File: src/rtl/frame_downsampler.sv
// rtl/frame_downsampler.sv - RGB565 camera stream to 28x28 grayscale block-averaged image
//
// Converts each accepted pixel to 8-bit gray. It crops a fixed 224x224 window at (X0, Y0)
// and averages each 8x8 block of that window into one output pixel. Each output pixel is
// written to the classifier image buffer.
//
// Ports:
//   p_clock      pixel clock (only clock)
//   reset        asynchronous active-high reset
//   pixel_data   RGB565 pixel, R[15:11] G[10:5] B[4:0]
//   pixel_valid  pixel_data valid this cycle
//   frame_done   one-cycle pulse at frame boundary
//   out_addr     image buffer address, by*28+bx
//   out_data     averaged (optionally inverted) gray value
//   out_we       one-cycle write strobe per output pixel
//   frame_ready  one-cycle pulse together with the write to address 783
module frame_downsampler #(
    parameter int IMG_W  = 320,
    parameter int IMG_H  = 240,
    parameter int X0     = 48,
    parameter int Y0     = 8,
    parameter bit INVERT = 1'b1
) (
    input  logic        p_clock,
    input  logic        reset,
    input  logic [15:0] pixel_data,
    input  logic        pixel_valid,
    input  logic        frame_done,
    output logic [9:0]  out_addr,
    output logic [7:0]  out_data,
    output logic        out_we,
    output logic        frame_ready
);

    localparam int WIN  = 224;
    localparam int BLKS = 28;

    localparam logic [8:0] X_LO   = 9'(X0);
    localparam logic [8:0] X_HI   = 9'(X0 + WIN);
    localparam logic [8:0] X_LAST = 9'(IMG_W - 1);
    localparam logic [7:0] Y_LO   = 8'(Y0);
    localparam logic [7:0] Y_HI   = 8'(Y0 + WIN);
    localparam logic [7:0] Y_END  = 8'(IMG_H);

    typedef enum logic {SYNC, ACTIVE} state_t;

    state_t      state_q, state_d;
    logic [8:0]  x_q, x_d;
    logic [7:0]  y_q, y_d;
    logic [13:0] acc_q [BLKS];
    logic [13:0] acc_d [BLKS];
    logic [9:0]  out_addr_q, out_addr_d;
    logic [7:0]  out_data_q, out_data_d;
    logic        out_we_q, out_we_d;
    logic        frame_ready_q, frame_ready_d;

    logic [7:0]  r8, g8, b8, gray;
    logic [9:0]  sum10;
    logic [7:0]  dx, dy;
    logic [4:0]  bx, by;
    logic [13:0] blk_sum;
    logic        in_win, blk_last, accept;

    always_comb begin
        // Channel expansion replicates the MSBs so full-scale maps to 255.
        r8    = {pixel_data[15:11], pixel_data[15:13]};
        g8    = {pixel_data[10:5], pixel_data[10:9]};
        b8    = {pixel_data[4:0], pixel_data[4:2]};
        sum10 = 10'(r8) + {1'b0, g8, 1'b0} + 10'(b8);
        gray  = 8'(sum10 >> 2);

        in_win   = (x_q >= X_LO) && (x_q < X_HI) && (y_q >= Y_LO) && (y_q < Y_HI);
        dx       = 8'(x_q - X_LO);
        dy       = y_q - Y_LO;
        bx       = dx[7:3];
        by       = dy[7:3];
        blk_sum  = acc_q[bx] + 14'(gray);
        blk_last = (dx[2:0] == 3'd7) && (dy[2:0] == 3'd7);
        // A frame_done in the same cycle discards the pixel.
        accept   = (state_q == ACTIVE) && pixel_valid && !frame_done && (y_q < Y_END);

        state_d       = state_q;
        x_d           = x_q;
        y_d           = y_q;
        acc_d         = acc_q;
        out_addr_d    = out_addr_q;
        out_data_d    = out_data_q;
        out_we_d      = 1'b0;
        frame_ready_d = 1'b0;

        if (frame_done) begin
            state_d = ACTIVE;
            x_d     = '0;
            y_d     = '0;
            for (int i = 0; i < BLKS; i++) begin
                acc_d[i] = '0;
            end
        end else if (accept) begin
            if (x_q == X_LAST) begin
                x_d = '0;
                y_d = y_q + 8'd1;
            end else begin
                x_d = x_q + 9'd1;
            end
            if (in_win) begin
                if (blk_last) begin
                    // Accumulator is freed here for the next block row in this column.
                    acc_d[bx]     = '0;
                    out_we_d      = 1'b1;
                    out_addr_d    = 10'(by) * 10'd28 + 10'(bx);
                    out_data_d    = INVERT ? ~blk_sum[13:6] : blk_sum[13:6];
                    frame_ready_d = (bx == 5'd27) && (by == 5'd27);
                end else begin
                    acc_d[bx] = blk_sum;
                end
            end
        end
    end

    always_ff @(posedge p_clock or posedge reset) begin
        if (reset) begin
            state_q       <= SYNC;
            x_q           <= '0;
            y_q           <= '0;
            for (int i = 0; i < BLKS; i++) begin
                acc_q[i] <= '0;
            end
            out_addr_q    <= '0;
            out_data_q    <= '0;
            out_we_q      <= 1'b0;
            frame_ready_q <= 1'b0;
        end else begin
            state_q       <= state_d;
            x_q           <= x_d;
            y_q           <= y_d;
            acc_q         <= acc_d;
            out_addr_q    <= out_addr_d;
            out_data_q    <= out_data_d;
            out_we_q      <= out_we_d;
            frame_ready_q <= frame_ready_d;
        end
    end

    assign out_addr    = out_addr_q;
    assign out_data    = out_data_q;
    assign out_we      = out_we_q;
    assign frame_ready = frame_ready_q;

endmodule

File: config.mk
export PLATFORM = sky130hd
export DESIGN_NAME = frame_downsampler
export DESIGN_NICKNAME = d
export VERILOG_FILES = /design/src/rtl/frame_downsampler.sv
export SDC_FILE = /design/constraint.sdc
export NUM_CORES = 2
export LEC_CHECK = 0
export CAP_MARGIN = 20
export CORE_ASPECT_RATIO = 0.7
export CORE_MARGIN = 2
export CORE_UTILIZATION = 60
export DETAILED_ROUTE_END_ITERATION = 10
export PLACE_DENSITY = 0.77
export SYNTH_ARGS = -nofsm -noshare
export SYNTH_HDL_FRONTEND = slang
export SYNTH_SLANG_ARGS = --single-unit
File: constraint.sdc
create_clock -name p_clock -period 19.8 [get_ports p_clock]
set_input_delay 3.96 -clock p_clock [delete_from_list [all_inputs] [get_ports p_clock]]
set_output_delay 3.96 -clock p_clock [all_outputs]
set_load 0.02 [all_outputs]
==> impl_metrics.json <==
{
  "pwr-share-clk": 0.455,
  "multi_input_area_um2": 10800,
  "fin_cells": 2687,
  "syn_area_per_cell_um2": 10.2,
  "yosysTopAreaCellShare": 0.477,
  "cp-start-kind": "input port",
  "yosysWarnings": 0,
  "synthArstFlopShare": 1.00,
  "area_growth_pct": 9.94,
  "cts_buffers": 42,
  "tightest_slew_ps": 1180,
  "clock_latency_ps": 570,
  "pwr-share-seq": 0.452,
  "cts_tree": "yes",
  "post_drt_wl_per_cell_um": 23.2,
  "synthFlopType": "dfrtp_1",
  "cp_max_fo": 27,
  "min-delay-start": "out_addr[1]",
  "postCtsHoldBufs": 0,
  "port_buffers": 39,
  "worstPathRequired_ps": 20260,
  "p_leak_nw": 10.7,
  "synth_cells": 2215,
  "first_iter_violations": 2524,
  "dpl.cell_count": 2597,
  "nNetsFinal": 2236,
  "fin_skew_ps": 25.4,
  "hold_viol_final": 0,
  "die_x_um": 236,
  "end_kind": "flop",
  "p_int_w": 0.00146,
  "clkTransAtPathRegs_ps": 60,
  "outcome": "complete, no violations",
  "fin_crit_ps": 8670,
  "powerDensity_nw_per_um2": 78.5,
  "vias": 17445,
  "synth_area_um2": 22500,
  "finalCritPeriodShare": 0.438,
  "synth.distinct_cells": 90,
  "drive_gt1_frac": 0.124,
  "seq_area_um2": 10800,
  "ys_ff_latch": 430,
  "finalSetupViolations": 0,
  "startpoint": "pixel_data[3]",
  "yosysSeqAreaShare": 0.477,
  "synthTopCellsByArea": "dfrtp_1, mux4_2, nor2_1",
  "route.detailed.drc": 0,
  "critPathArrivalTime_ps": 9130,
  "antenna_left": 0,
  "fillCellCount": 2776,
  "antenna_found_initial": 1,
  "core_um2": 37100,
  "dp_hpwl_um": 38600,
  "first_pass_iters": 7,
  "cts_resized": 0,
  "initial_core_util": 0.608,
  "slew_viol_final": 0,
  "grt_max_degree": 198,
  "die_h_um": 166,
  "switchingPower_w": 0.000489,
  "grt-ovfl-total": 0,
  "clockBufferDepth": 3,
  "maxCapViolations": 0,
  "ir_drop_mv": 0.0742,
  "min_path_type": "reg2reg",
  "synth-edff-count": 0,
  "root_buffer": "clkbuf_16",
  "cts.htree.levels": 2,
  "r2r_start": "x_q[3]",
  "routabilityCongestion": 0.886,
  "track_usage": 0.323,
  "via_per_inst": 6.49,
  "clock_sinks": 430,
  "maxSlewHeadroom": 0.214,
  "swShare": 0.251,
  "rsz0062_at_grt": "false",
  "comb_power_share": 0.093,
  "synth_top_cell_by_area": "dfrtp_1",
  "die_area_um2": 39200,
  "yosys.cell_count.top_type": "dfrtp_1",
  "post_cts_buffers": 0,
  "worst-setup-path-type": "in2reg",
  "wirelength_um": 62400,
  "grt_pass1_wl_um": 98900,
  "fmax_mhz": 115,
  "fin_setup_tns_ps": 0,
  "grt_pass1_vias": 17337,
  "ioPinCount": 40,
  "synthesis.nets": 2286,
  "rows": 59,
  "synth_commonest_cells": "dfrtp_1, nor2_1, nand2_1"
}
[power groups by stage]
stage               logic [W]  registers, W  clock network [W]
detailed placement   0.000157      0.000896                  0
finish               0.000181      0.000879           0.000886
floorplan            0.000106      0.000896                  0
CTS                  0.000158      0.000879           0.000890
global route         0.000194      0.000878           0.000927
global placement     0.000150      0.000895                  0
[flip-flops by register name (all words and copies together) (netlist names)]
| name | count |
|---|---|
| acc_q | 392 |
| out_addr | 10 |
| out_data | 8 |
| state_q | 1 |
| frame_ready | 1 |
| y_q | 8 |
| x_q | 9 |
| out_we | 1 |
[cells by family after synthesis]
group                      share of synthesized area
and+or+nand+nor                                0.177
AOI/OAI and AO/OA                              0.122
DFF                                            0.477
buffers and inverters                         0.0429
xor gates and xnor gates                      0.0184
muxes                                          0.130
adders and majority gates                     0.0330
[final timing paths]
path / to / slack (ps) / cells past startpoint
min: out_addr[1] / 480 / 2
min in group asynchronous: acc_q[352] / 3720 / 2
max reg2reg: acc_q[234] / 13460 / 18
max in group asynchronous: out_data[0] / 14260 / 5
max: acc_q[191] / 11130 / 20
min reg2reg: out_addr[1] / 480 / 2
[worst max-delay path, stage by stage]
cell and delay (ps):
clkdlybuf4s50_1 510, inv_1 80, fa_1 570, nor2_1 80, fa_1 460, a21o_1 190, a21oi_1 220, o21bai_1 90
a21oi_1 230, nor2b_1 80, o21ai_0 190, nand2b_1 90, ha_1 210, or2_2 320, nor2_1 190, o21ai_0 150
nand3_1 130, xor2_1 380, nand2_1 580, o21ai_0 400
[cells in the final DEF, fill, tap and decap left out, types with 8 or more instances in the layout]
cell	instances
mux2i_1	59
clkbuf_8	11
ha_1	36
buf_4	23
clkbuf_16	42
a21oi_1	203
inv_1	29
nor2_1	319
fa_1	14
xor2_1	15
a31oi_1	19
clkdlybuf4s50_1	38
o21ai_0	143
mux4_2	98
nand2b_1	14
xnor2_1	21
o31ai_1	33
o21ai_2	13
buf_16	9
clkbuf_1	8
dfrtp_1	428
nand2_1	308
nor3_1	10
nand3b_1	118
nand3_1	20
[metal layers]
| metal | vias to the layer above | routed length (µm) | global-route usage |
|---|---|---|---|
| met1 | 8744 | 26500 | 0.481 |
| li1 | 7635 | - | - |
| met5 | - | 0 | 0 |
| met2 | 937 | 27600 | 0.474 |
| met3 | 129 | 6910 | 0.0851 |
| met4 | 0 | 1360 | 0.0853 |
[layout make-up]
type                       count  area share
multi-input combinational   1581       0.437
inverter                      33     0.00530
clock inverter                16      0.0114
clock buffer                  61      0.0497
sequential                   430       0.434
antenna                        1    0.000101
tap                          488      0.0246
timing repair buffer          77      0.0372
[metrics by stage]
stage | setup WS (ps) | power, W | hold slack (ps) | instance area, µm² | utilization
floorplan | 3870 | 0.00100 | 442 | 22500 | -
global placement | 10850 | 0.00105 | 457 | 22900 | 0.619
detailed placement | 10710 | 0.00105 | 464 | 23000 | 0.620
CTS | 11300 | 0.00193 | 478 | 24500 | 0.661
global route | 10800 | 0.00200 | 498 | 24800 | 0.669
finish | 11130 | 0.00195 | 479 | 24800 | 0.669
(Power assumes the default switching activity.)
